===== src/rtl/multicycle_executor_if.sv =====
// Instruction handshake and data-memory bus shared by the multi-cycle executor
// and whatever feeds it; slave is the executor side, master the requester/memory side.
interface multicycle_executor_if #(
   parameter int ADDR_WIDTH = 32
);
   logic                  instr_valid;
   logic                  instr_ready;
   logic [31:0]           instruction;
   logic [31:0]           pc_next;
   logic                  done;
   logic                  illegal;
   logic                  misaligned;
   logic                  mem_req;
   logic                  mem_we;
   logic [ADDR_WIDTH-1:0] mem_addr;
   logic [3:0]            mem_be;
   logic [31:0]           mem_wdata;
   logic                  mem_ack;
   logic [31:0]           mem_rdata;

   modport slave (
      input  instr_valid, instruction, pc_next, mem_ack, mem_rdata,
      output instr_ready, done, illegal, misaligned,
             mem_req, mem_we, mem_addr, mem_be, mem_wdata
   );

   modport master (
      output instr_valid, instruction, pc_next, mem_ack, mem_rdata,
      input  instr_ready, done, illegal, misaligned,
             mem_req, mem_we, mem_addr, mem_be, mem_wdata
   );
endinterface


===== src/rtl/multicycle_executor.sv =====
// Multi-cycle RV32I/RV32E executor: IDLE -> EXEC -> (MEM) -> WB, with its own
// register file and a req/ack data-memory port tolerant of any number of wait states.
module multicycle_executor #(
   parameter  int NUM_REGS   = 32,
   parameter  int ADDR_WIDTH = 32,
   localparam int IDX_W      = $clog2(NUM_REGS)
) (
   input  logic                 clk,
   input  logic                 rst,
   multicycle_executor_if.slave bus,
   input  logic [IDX_W-1:0]     dbg_addr,
   output logic [31:0]          dbg_data
);

   typedef enum logic [1:0] {IDLE, EXEC, MEM, WB} state_t;

   localparam logic [6:0] OPC_LUI   = 7'b0110111;
   localparam logic [6:0] OPC_JAL   = 7'b1101111;
   localparam logic [6:0] OPC_OPIMM = 7'b0010011;
   localparam logic [6:0] OPC_OP    = 7'b0110011;
   localparam logic [6:0] OPC_LOAD  = 7'b0000011;
   localparam logic [6:0] OPC_STORE = 7'b0100011;

   state_t      state, state_next;
   logic [31:0] regs [NUM_REGS];
   logic [31:0] instr_q, pc_q, result_q, addr_q, wdata_q;
   logic [3:0]  be_q;
   logic        illegal_q, misaligned_q;

   logic [6:0]  opcode, f7;
   logic [2:0]  f3;
   logic [4:0]  rd_f, rs1_f, rs2_f;
   logic        is_lui, is_jal, is_opimm, is_op, is_load, is_store, mem_op, writes_rd;
   logic        illegal_c, misaligned_c;
   logic [31:0] rs1_val, rs2_val, imm_i, imm_s, op_b, alu_res, exec_result, eff_addr;
   logic [31:0] wdata_c, lane, load_data;
   logic [3:0]  be_c;
   logic [4:0]  shamt;

   function automatic logic idx_bad(input logic [4:0] idx);
      return 32'(idx) >= 32'(NUM_REGS);
   endfunction

   assign opcode   = instr_q[6:0];
   assign rd_f     = instr_q[11:7];
   assign f3       = instr_q[14:12];
   assign rs1_f    = instr_q[19:15];
   assign rs2_f    = instr_q[24:20];
   assign f7       = instr_q[31:25];
   assign is_lui   = opcode == OPC_LUI;
   assign is_jal   = opcode == OPC_JAL;
   assign is_opimm = opcode == OPC_OPIMM;
   assign is_op    = opcode == OPC_OP;
   assign is_load  = opcode == OPC_LOAD;
   assign is_store = opcode == OPC_STORE;
   assign mem_op   = is_load || is_store;
   assign writes_rd = is_lui || is_jal || is_opimm || is_op || is_load;

   assign rs1_val = regs[rs1_f[IDX_W-1:0]];
   assign rs2_val = regs[rs2_f[IDX_W-1:0]];
   assign imm_i   = {{20{instr_q[31]}}, instr_q[31:20]};
   assign imm_s   = {{20{instr_q[31]}}, instr_q[31:25], instr_q[11:7]};
   assign op_b    = is_op ? rs2_val : imm_i;
   assign shamt   = op_b[4:0];
   assign eff_addr = rs1_val + (is_store ? imm_s : imm_i);

   // Only the register fields an instruction actually uses are range-checked.
   always_comb begin
      illegal_c = 1'b0;
      case (opcode)
         OPC_LUI, OPC_JAL: illegal_c = idx_bad(rd_f);
         OPC_OPIMM: illegal_c = idx_bad(rd_f) || idx_bad(rs1_f)
                              || (f3 == 3'b001 && f7 != 7'b0000000)
                              || (f3 == 3'b101 && f7 != 7'b0000000 && f7 != 7'b0100000);
         OPC_OP: illegal_c = idx_bad(rd_f) || idx_bad(rs1_f) || idx_bad(rs2_f)
                           || !(f7 == 7'b0000000
                                || (f7 == 7'b0100000 && (f3 == 3'b000 || f3 == 3'b101)));
         OPC_LOAD: illegal_c = idx_bad(rd_f) || idx_bad(rs1_f)
                             || f3 == 3'b011 || f3 == 3'b110 || f3 == 3'b111;
         OPC_STORE: illegal_c = idx_bad(rs1_f) || idx_bad(rs2_f) || f3[2] || f3[1:0] == 2'b11;
         default: illegal_c = 1'b1;
      endcase
   end

   always_comb begin
      alu_res = '0;
      case (f3)
         3'b000: alu_res = (is_op && f7[5]) ? rs1_val - op_b : rs1_val + op_b;
         3'b001: alu_res = rs1_val << shamt;
         3'b010: alu_res = {31'b0, $signed(rs1_val) < $signed(op_b)};
         3'b011: alu_res = {31'b0, rs1_val < op_b};
         3'b100: alu_res = rs1_val ^ op_b;
         3'b101: alu_res = f7[5] ? 32'($signed(rs1_val) >>> shamt) : rs1_val >> shamt;
         3'b110: alu_res = rs1_val | op_b;
         default: alu_res = rs1_val & op_b;
      endcase
      exec_result = alu_res;
      if (is_lui) exec_result = {instr_q[31:12], 12'h000};
      else if (is_jal) exec_result = pc_q;
   end

   // f3[1:0] encodes the access size for both loads and stores.
   always_comb begin
      misaligned_c = 1'b0;
      be_c         = 4'b1111;
      wdata_c      = '0;
      case (f3[1:0])
         2'b00: be_c = 4'b0001 << eff_addr[1:0];
         2'b01: begin
            be_c         = 4'b0011 << eff_addr[1:0];
            misaligned_c = eff_addr[0];
         end
         default: misaligned_c = eff_addr[1:0] != 2'b00;
      endcase
      if (is_store) begin
         case (f3[1:0])
            2'b00:   wdata_c = {4{rs2_val[7:0]}};
            2'b01:   wdata_c = {2{rs2_val[15:0]}};
            default: wdata_c = rs2_val;
         endcase
      end
   end

   always_comb begin
      lane      = bus.mem_rdata >> {addr_q[1:0], 3'b000};
      load_data = lane;
      case (f3)
         3'b000:  load_data = {{24{lane[7]}}, lane[7:0]};
         3'b001:  load_data = {{16{lane[15]}}, lane[15:0]};
         3'b100:  load_data = {24'b0, lane[7:0]};
         3'b101:  load_data = {16'b0, lane[15:0]};
         default: load_data = lane;
      endcase
   end

   always_ff @(posedge clk) begin
      if (rst) state <= IDLE;
      else     state <= state_next;
   end

   always_comb begin
      state_next = state;
      case (state)
         IDLE: if (bus.instr_valid) state_next = EXEC;
         EXEC: state_next = (mem_op && !illegal_c && !misaligned_c) ? MEM : WB;
         MEM:  if (bus.mem_ack) state_next = WB;
         WB:   state_next = IDLE;
         default: state_next = IDLE;
      endcase
   end

   always_ff @(posedge clk) begin
      if (rst) begin
         instr_q      <= '0;
         pc_q         <= '0;
         result_q     <= '0;
         addr_q       <= '0;
         wdata_q      <= '0;
         be_q         <= '0;
         illegal_q    <= 1'b0;
         misaligned_q <= 1'b0;
         for (int i = 0; i < NUM_REGS; i++) regs[i] <= '0;
      end else begin
         case (state)
            IDLE: if (bus.instr_valid) begin
               instr_q      <= bus.instruction;
               pc_q         <= bus.pc_next;
               illegal_q    <= 1'b0;
               misaligned_q <= 1'b0;
            end
            EXEC: begin
               illegal_q    <= illegal_c;
               misaligned_q <= mem_op && !illegal_c && misaligned_c;
               result_q     <= exec_result;
               if (mem_op && !illegal_c) begin
                  addr_q  <= eff_addr;
                  be_q    <= be_c;
                  wdata_q <= wdata_c;
               end
            end
            MEM: if (bus.mem_ack && is_load) result_q <= load_data;
            WB: if (writes_rd && !illegal_q && !misaligned_q && rd_f != 5'd0)
               regs[rd_f[IDX_W-1:0]] <= result_q;
            default: ;
         endcase
      end
   end

   assign bus.instr_ready = (state == IDLE) && !rst;
   assign bus.done        = state == WB;
   assign bus.illegal     = (state == WB) && illegal_q;
   assign bus.misaligned  = (state == WB) && misaligned_q;
   assign bus.mem_req     = state == MEM;
   assign bus.mem_we      = (state == MEM) && is_store;
   assign bus.mem_addr    = addr_q[ADDR_WIDTH-1:0];
   assign bus.mem_be      = be_q;
   assign bus.mem_wdata   = wdata_q;

   assign dbg_data = (dbg_addr == '0 || 32'(dbg_addr) >= 32'(NUM_REGS)) ? 32'h0 : regs[dbg_addr];

endmodule

===== src/flat_wrapper.sv =====
// flat-port wrapper written by rule: the top's interface ports become plain ports
module multicycle_executor_flat 
#(
   parameter  int NUM_REGS   = 32,
   parameter  int ADDR_WIDTH = 32,
   localparam int IDX_W      = $clog2(NUM_REGS)
)
  (clk, rst, dbg_addr, dbg_data, bus_instr_valid, bus_instruction, bus_pc_next, bus_mem_ack, bus_mem_rdata, bus_instr_ready, bus_done, bus_illegal, bus_misaligned, bus_mem_req, bus_mem_we, bus_mem_addr, bus_mem_be, bus_mem_wdata);
  multicycle_executor_if #(.ADDR_WIDTH(ADDR_WIDTH)) bus_i ();
  input  logic clk;
  input  logic rst;
  input  logic [IDX_W-1:0] dbg_addr;
  output logic [31:0] dbg_data;
  input wire logic [$bits(bus_i.instr_valid)-1:0] bus_instr_valid;
  input wire logic [$bits(bus_i.instruction)-1:0] bus_instruction;
  input wire logic [$bits(bus_i.pc_next)-1:0] bus_pc_next;
  input wire logic [$bits(bus_i.mem_ack)-1:0] bus_mem_ack;
  input wire logic [$bits(bus_i.mem_rdata)-1:0] bus_mem_rdata;
  output wire logic [$bits(bus_i.instr_ready)-1:0] bus_instr_ready;
  output wire logic [$bits(bus_i.done)-1:0] bus_done;
  output wire logic [$bits(bus_i.illegal)-1:0] bus_illegal;
  output wire logic [$bits(bus_i.misaligned)-1:0] bus_misaligned;
  output wire logic [$bits(bus_i.mem_req)-1:0] bus_mem_req;
  output wire logic [$bits(bus_i.mem_we)-1:0] bus_mem_we;
  output wire logic [$bits(bus_i.mem_addr)-1:0] bus_mem_addr;
  output wire logic [$bits(bus_i.mem_be)-1:0] bus_mem_be;
  output wire logic [$bits(bus_i.mem_wdata)-1:0] bus_mem_wdata;
  assign bus_i.instr_valid = bus_instr_valid;
  assign bus_i.instruction = bus_instruction;
  assign bus_i.pc_next = bus_pc_next;
  assign bus_i.mem_ack = bus_mem_ack;
  assign bus_i.mem_rdata = bus_mem_rdata;
  assign bus_instr_ready = bus_i.instr_ready;
  assign bus_done = bus_i.done;
  assign bus_illegal = bus_i.illegal;
  assign bus_misaligned = bus_i.misaligned;
  assign bus_mem_req = bus_i.mem_req;
  assign bus_mem_we = bus_i.mem_we;
  assign bus_mem_addr = bus_i.mem_addr;
  assign bus_mem_be = bus_i.mem_be;
  assign bus_mem_wdata = bus_i.mem_wdata;
  multicycle_executor #(.NUM_REGS(NUM_REGS), .ADDR_WIDTH(ADDR_WIDTH)) u_core (.clk(clk), .rst(rst), .bus(bus_i), .dbg_addr(dbg_addr), .dbg_data(dbg_data));
endmodule

===== config.mk =====
export PLATFORM = sky130hd
export DESIGN_NAME = multicycle_executor_flat
export DESIGN_NICKNAME = d
export VERILOG_FILES = /design/src/rtl/multicycle_executor_if.sv /design/src/rtl/multicycle_executor.sv /design/src/flat_wrapper.sv
export SDC_FILE = /design/constraint.sdc
export NUM_CORES = 2
export LEC_CHECK = 0
export CORE_ASPECT_RATIO = 1.5
export CORE_MARGIN = 2
export CORE_UTILIZATION = 55
export DETAILED_ROUTE_END_ITERATION = 8
export PLACE_DENSITY = 0.68
export SLEW_MARGIN = 20
export SYNTH_ARGS = -nofsm -noshare
export SYNTH_HDL_FRONTEND = slang
export SYNTH_SLANG_ARGS = --single-unit

===== constraint.sdc =====
create_clock -name clk -period 14.4 [get_ports clk]
set_input_delay 3.6 -clock clk [delete_from_list [all_inputs] [get_ports clk]]
set_output_delay 3.6 -clock clk [all_outputs]
set_load 0.02 [all_outputs]

# After elaboration in Yosys (flattened, before gate mapping)
# Memory sizes are Yosys's and may differ from the RTL's. A register that Yosys moved wholly into a read port is not among the register bits.
# Cells that the tools add are included.
# Widths: inputs -> output; s select.
dict set report classes {
  add_sub_neg 3
  multipliers 0
  div_mod_pow 0
  n_lt_le_gt_ge 2
  eq_ne 23
  n_shift 6
  muxes 36
  n_bitwise 3
  reduce_logical 50
}
# cell n
set op_table {}
lappend op_table {{$mux 32} 9}
lappend op_table {{$pmux 32 s7} 1}
lappend op_table {{$pmux 32 s2} 2}
lappend op_table {{$pmux 32 s4} 1}
lappend op_table {{$add 32x32->32} 2}
lappend op_table {{$lt 32x32->1} 2}
lappend op_table {{$shr 32x5->32} 2}
lappend op_table {{$and 32x32->32} 1}
lappend op_table {{$or 32x32->32} 1}
lappend op_table {{$reduce_or 32->1} 1}
lappend op_table {{$shl 32x5->32} 1}
lappend op_table {{$sshr 32x5->32} 1}
lappend op_table {{$sub 32x32->32} 1}
lappend op_table {{$xor 32x32->32} 1}
lappend op_table {{$mux 5} 6}
lappend op_table {{$eq 7x6->1 const B} 4}
lappend op_table {{$logic_and 1x1->1} 16}
lappend op_table {{$eq 3x3->1 const B} 4}
lappend op_table {{$logic_or 1x1->1} 11}
lappend op_table {{$reduce_and 2->1} 5}
lappend op_table {{$mux 1} 9}
lappend op_table {{$pmux 2 s4} 1}
lappend op_table {{$pmux 4 s2} 1}
lappend op_table {{$eq 7x2->1 const B} 1}
lappend op_table {{23 further kinds} 39}
dict set report totals {
  ff_bits 168
  latchBits 0
  mem_bits_rw 1024
  rom_bits 0
  inputBits 105
  out_inout_bits 106
  elab_cells 133
  mem_count 1
}
# name depth width rd rd_ports_with_merged_regs wr line
set mem_list {}
lappend mem_list {u_core.regs 32 32 3 2 32 multicycle_executor.sv:25} ;# logic [31:0] regs [NUM_REGS];

# Longest topological paths before layout
dict set report logic_depth {
  depth_word 14
  mapped_depth 27
  depth_no_buf 20
}

# Worst setup path after synthesis
# No wires, ideal clock.
dict set report synth_timing {
  kind {input to output}
  from {in dbg_addr[0]}
  to {out dbg_data[10]}
  t_arrival_ns 6.035
  required_time_ns 10.800
  slack_ns 4.765
  stages 7
  n_path_buf 3
  cell_sequence {clkbuf_1 -> buf_1 -> buf_1 -> mux4_2 -> mux4_2 -> mux2i_1 -> nor2_1}
}
dict set report synth_via {
  elab_chain_cells 2
  word_cells_on_any_way 3
  classes_between {mux (1); reduce/logical (1); memory (1)}
}
# item line
set synth_rtl {}
lappend synth_rtl {{from (decl)} flat_wrapper.sv:12} ;# input logic [IDX_W-1:0] dbg_addr;
lappend synth_rtl {{$mem_v2 32x32 or $logic_not 5->1 (tied branches)} --}
lappend synth_rtl {{$mux 32 *} multicycle_executor.sv:199} ;# assign dbg_data = (dbg_addr == '0 || 32'(dbg_addr) >= 32'(NUM_REGS)) ? 32'h0 : regs[dbg_addr];
lappend synth_rtl {{to (decl)} flat_wrapper.sv:13} ;# output logic [31:0] dbg_data;
# Every way passes the cells marked *; elsewhere a longest branch is shown, timed or not.

# Worst setup path after layout
dict set report layout_timing {
  from {in dbg_addr[0]}
  to {out dbg_data[12]}
}
# The elaborated chain is that of the path after synthesis.

==> run metrics <==
Max Root-Sink Buffers 3; Max VDD drop 0.0001413 V; Startpoint Class input pin; # fillers 11670; Yosys warning total 0; Resized Gates After CTS 0; total clock sinks 1202; maxcap violations 0; Main synth FF type edfxtp_1; commonest non-fill, non-tap cells in the layout edfxtp_1, and2_1, mux4_2; Reg power frac 0.321; gpl congestion 1.079; # setup viols final 0; Hold WS 0.4532 ns; Cell Count Post-Placement 8207; port bufs 210; Sw Ratio 0.4283; Area Overhead vs Synth 9.697%; clock power share 0.237; total power 13.51 mW; Leak Pwr 30.99 nW; Total Routing Usage GR 0.4727; Core ar. 146300 µm²; share of cells above drive strength 1 0.2307; #FFs+latches synth 1202; Via Count 64340; Cell Area, Synth 80890 µm²; Fmax 89.25 MHz; die width 317.1 µm; Post-CTS Setup Inserts 0; Num CTS Buffers 117; switching power 5.787 mW; CTS tree yes; row count 172; fin crit period 11.20 ns; initial core utilization 0.5528; Crit Path Max Fanout 52; Cell Pwr Density 152.3 nW/µm²; Worst-path clk slew 0.06 ns; DRT antenna net count 0; number of flops mapped to enable cells by yosys 1024; HPWL after DPL 236800 µm; Worst setup EP type primary output; run status completed; DRC Markers 0; Worst Hold Class flop to flop; Synth Instances 6481; Overflow after GRT 0; post-synthesis sequential area ratio 0.4242; die height 473.7 µm; Final Non-Filler Cells 8456; Cell variety after synth 109; relative slew slack 0.1228; RSZ-0062 raised after global routing false; H-Tree Depth 3; Hold Vio Cnt, Final 0; P_int 7.724 mW; Synth Area per Inst 12.48 µm²; total wire length 355500 µm; nets@finish 6648; Slew Limit Fails 0; Worst-Margin Slew 1.279 ns; dominant cell type by area after synthesis edfxtp_1; post-cts hold buffer count 0; CTS Root Cell clkbuf_16; top cells by area, synth edfxtp_1, mux4_2, and2_1; crit share post-route 0.7781; worst skew pair latency 0.82 ns; IO Count 211; post-synth top area share 0.3801; Setup TNS Final 0 ns; Gate power share 0.443; initial antenna violation count 43; DIE AREA 150200 µm²; initial DRC count 11080; CP required 10.80 ns; commonest non-fill, non-tap cell in the layout edfxtp_1; first-pass GRT wire length 487500 µm; WL per Instance 42.04 µm; largest net degree at the start of global routing 139; vias in the first global route 61980; drt pass-1 iters 6; Setup Skew 0.08042 ns; Setup CP Type input pin to primary output; crit path DAT 7.60 ns; via/cell ratio 7.608; async set-reset flop share out of synthesis 0
[state kept, by name, indices dropped and copies added, names as in the netlist, 2 cells and up, named ones only]
register / flops
u_core.bus.mem_addr: 32
u_core.bus.mem_be: 4
u_core.bus.mem_wdata: 32
u_core.instr_q: 32
u_core.pc_q: 32
u_core.regs: 1024
u_core.result_q: 32
u_core.state: 2
[power groups by stage]
| stage | combinational (mW) | sequential, mW | clock (mW) |
|---|---|---|---|
| 2_1_floorplan | 3.64 | 4.13 | 0 |
| 3_3_place_gp | 5.68 | 4.37 | 0 |
| 3_5_place_dp | 5.70 | 4.38 | 0 |
| 4_1_cts | 5.73 | 4.31 | 3.19 |
| 5_1_grt | 6.12 | 4.34 | 3.31 |
| 6_report | 5.98 | 4.33 | 3.20 |
[critical path, stage by stage]
cell and delay [ns]:
buf_8 0.38, buf_4 0.76, mux4_2 0.59, mux4_2 0.47
mux2i_1 0.99, nor2_1 0.12, clkdlybuf4s50_1 0.59
[routing by layer]
layer	track usage	part of all wire
met1	0.5727	0.32
met5	0	0.00040
met3	0.1351	0.13
met2	0.6915	0.44
met4	0.4103	0.11
[Yosys cell counts, drive strengths merged, types with 33 or more instances]
cell       n
mux2      74
dfxtp    178
a22oi     80
nand2    407
nor2     305
edfxtp  1024
buf      179
inv      133
a211oi    71
ha       129
mux2i    284
o211ai    39
nor3      93
o21ai    233
a31oi     33
xnor2     37
clkbuf   459
mux4     879
or2       43
nand3     52
and2     983
a21o      34
a21oi    334
[final cells by class]
type | instances | area, µm² | area share
Antenna cell | 27 | 67.56 | 0.0007614
Clock buffer | 151 | 3148 | 0.03548
Timing Repair Buffer | 420 | 3765 | 0.04243
Multi-Input combinational cell | 4537 | 43760 | 0.4932
Inverter | 135 | 511.7 | 0.005767
Tap cell | 1914 | 2395 | 0.02699
Sequential cell | 1202 | 34360 | 0.3872
Clock inverter | 70 | 723.2 | 0.008150
[worst paths after layout]
path	from	end	slack, ns	cells after the start
setup / recovery	dbg_addr[0]	dbg_data[12]	3.20	7
hold / removal	u_core.bus.mem_addr[26]	u_core.bus.mem_addr[26]	0.45	2
setup reg to reg	flop	u_core.result_q[23]	5.48	19
hold reg to reg	u_core.bus.mem_addr[26]	u_core.bus.mem_addr[26]	0.45	2
[logic make-up (layout without fill, tap and decap cells)]
kind of cell    after synthesis  in the layout  synth area share
other cells                   1             59        0.00004636
fa+ha+maj                   130            130           0.02020
simple gates               2019           2019            0.1331
xor+xnor                     51             51          0.005522
mux                        1237           1237            0.2909
buf+inv                     773            776           0.04059
compound gates             1068           1068           0.08551
flops                      1202           1202            0.4242
[per-stage QoR]
step	utilization	setup slack, ns	cell area, µm²
global route	0.6059	3.119	88670
finish	0.6064	3.195	88730
global placement	0.5793	3.450	84770
detailed placement	0.5793	3.400	84770
CTS	0.6057	3.401	88650
floorplan	-	4.765	81010
No activity file was read; power rests on OpenSTA's default activity.
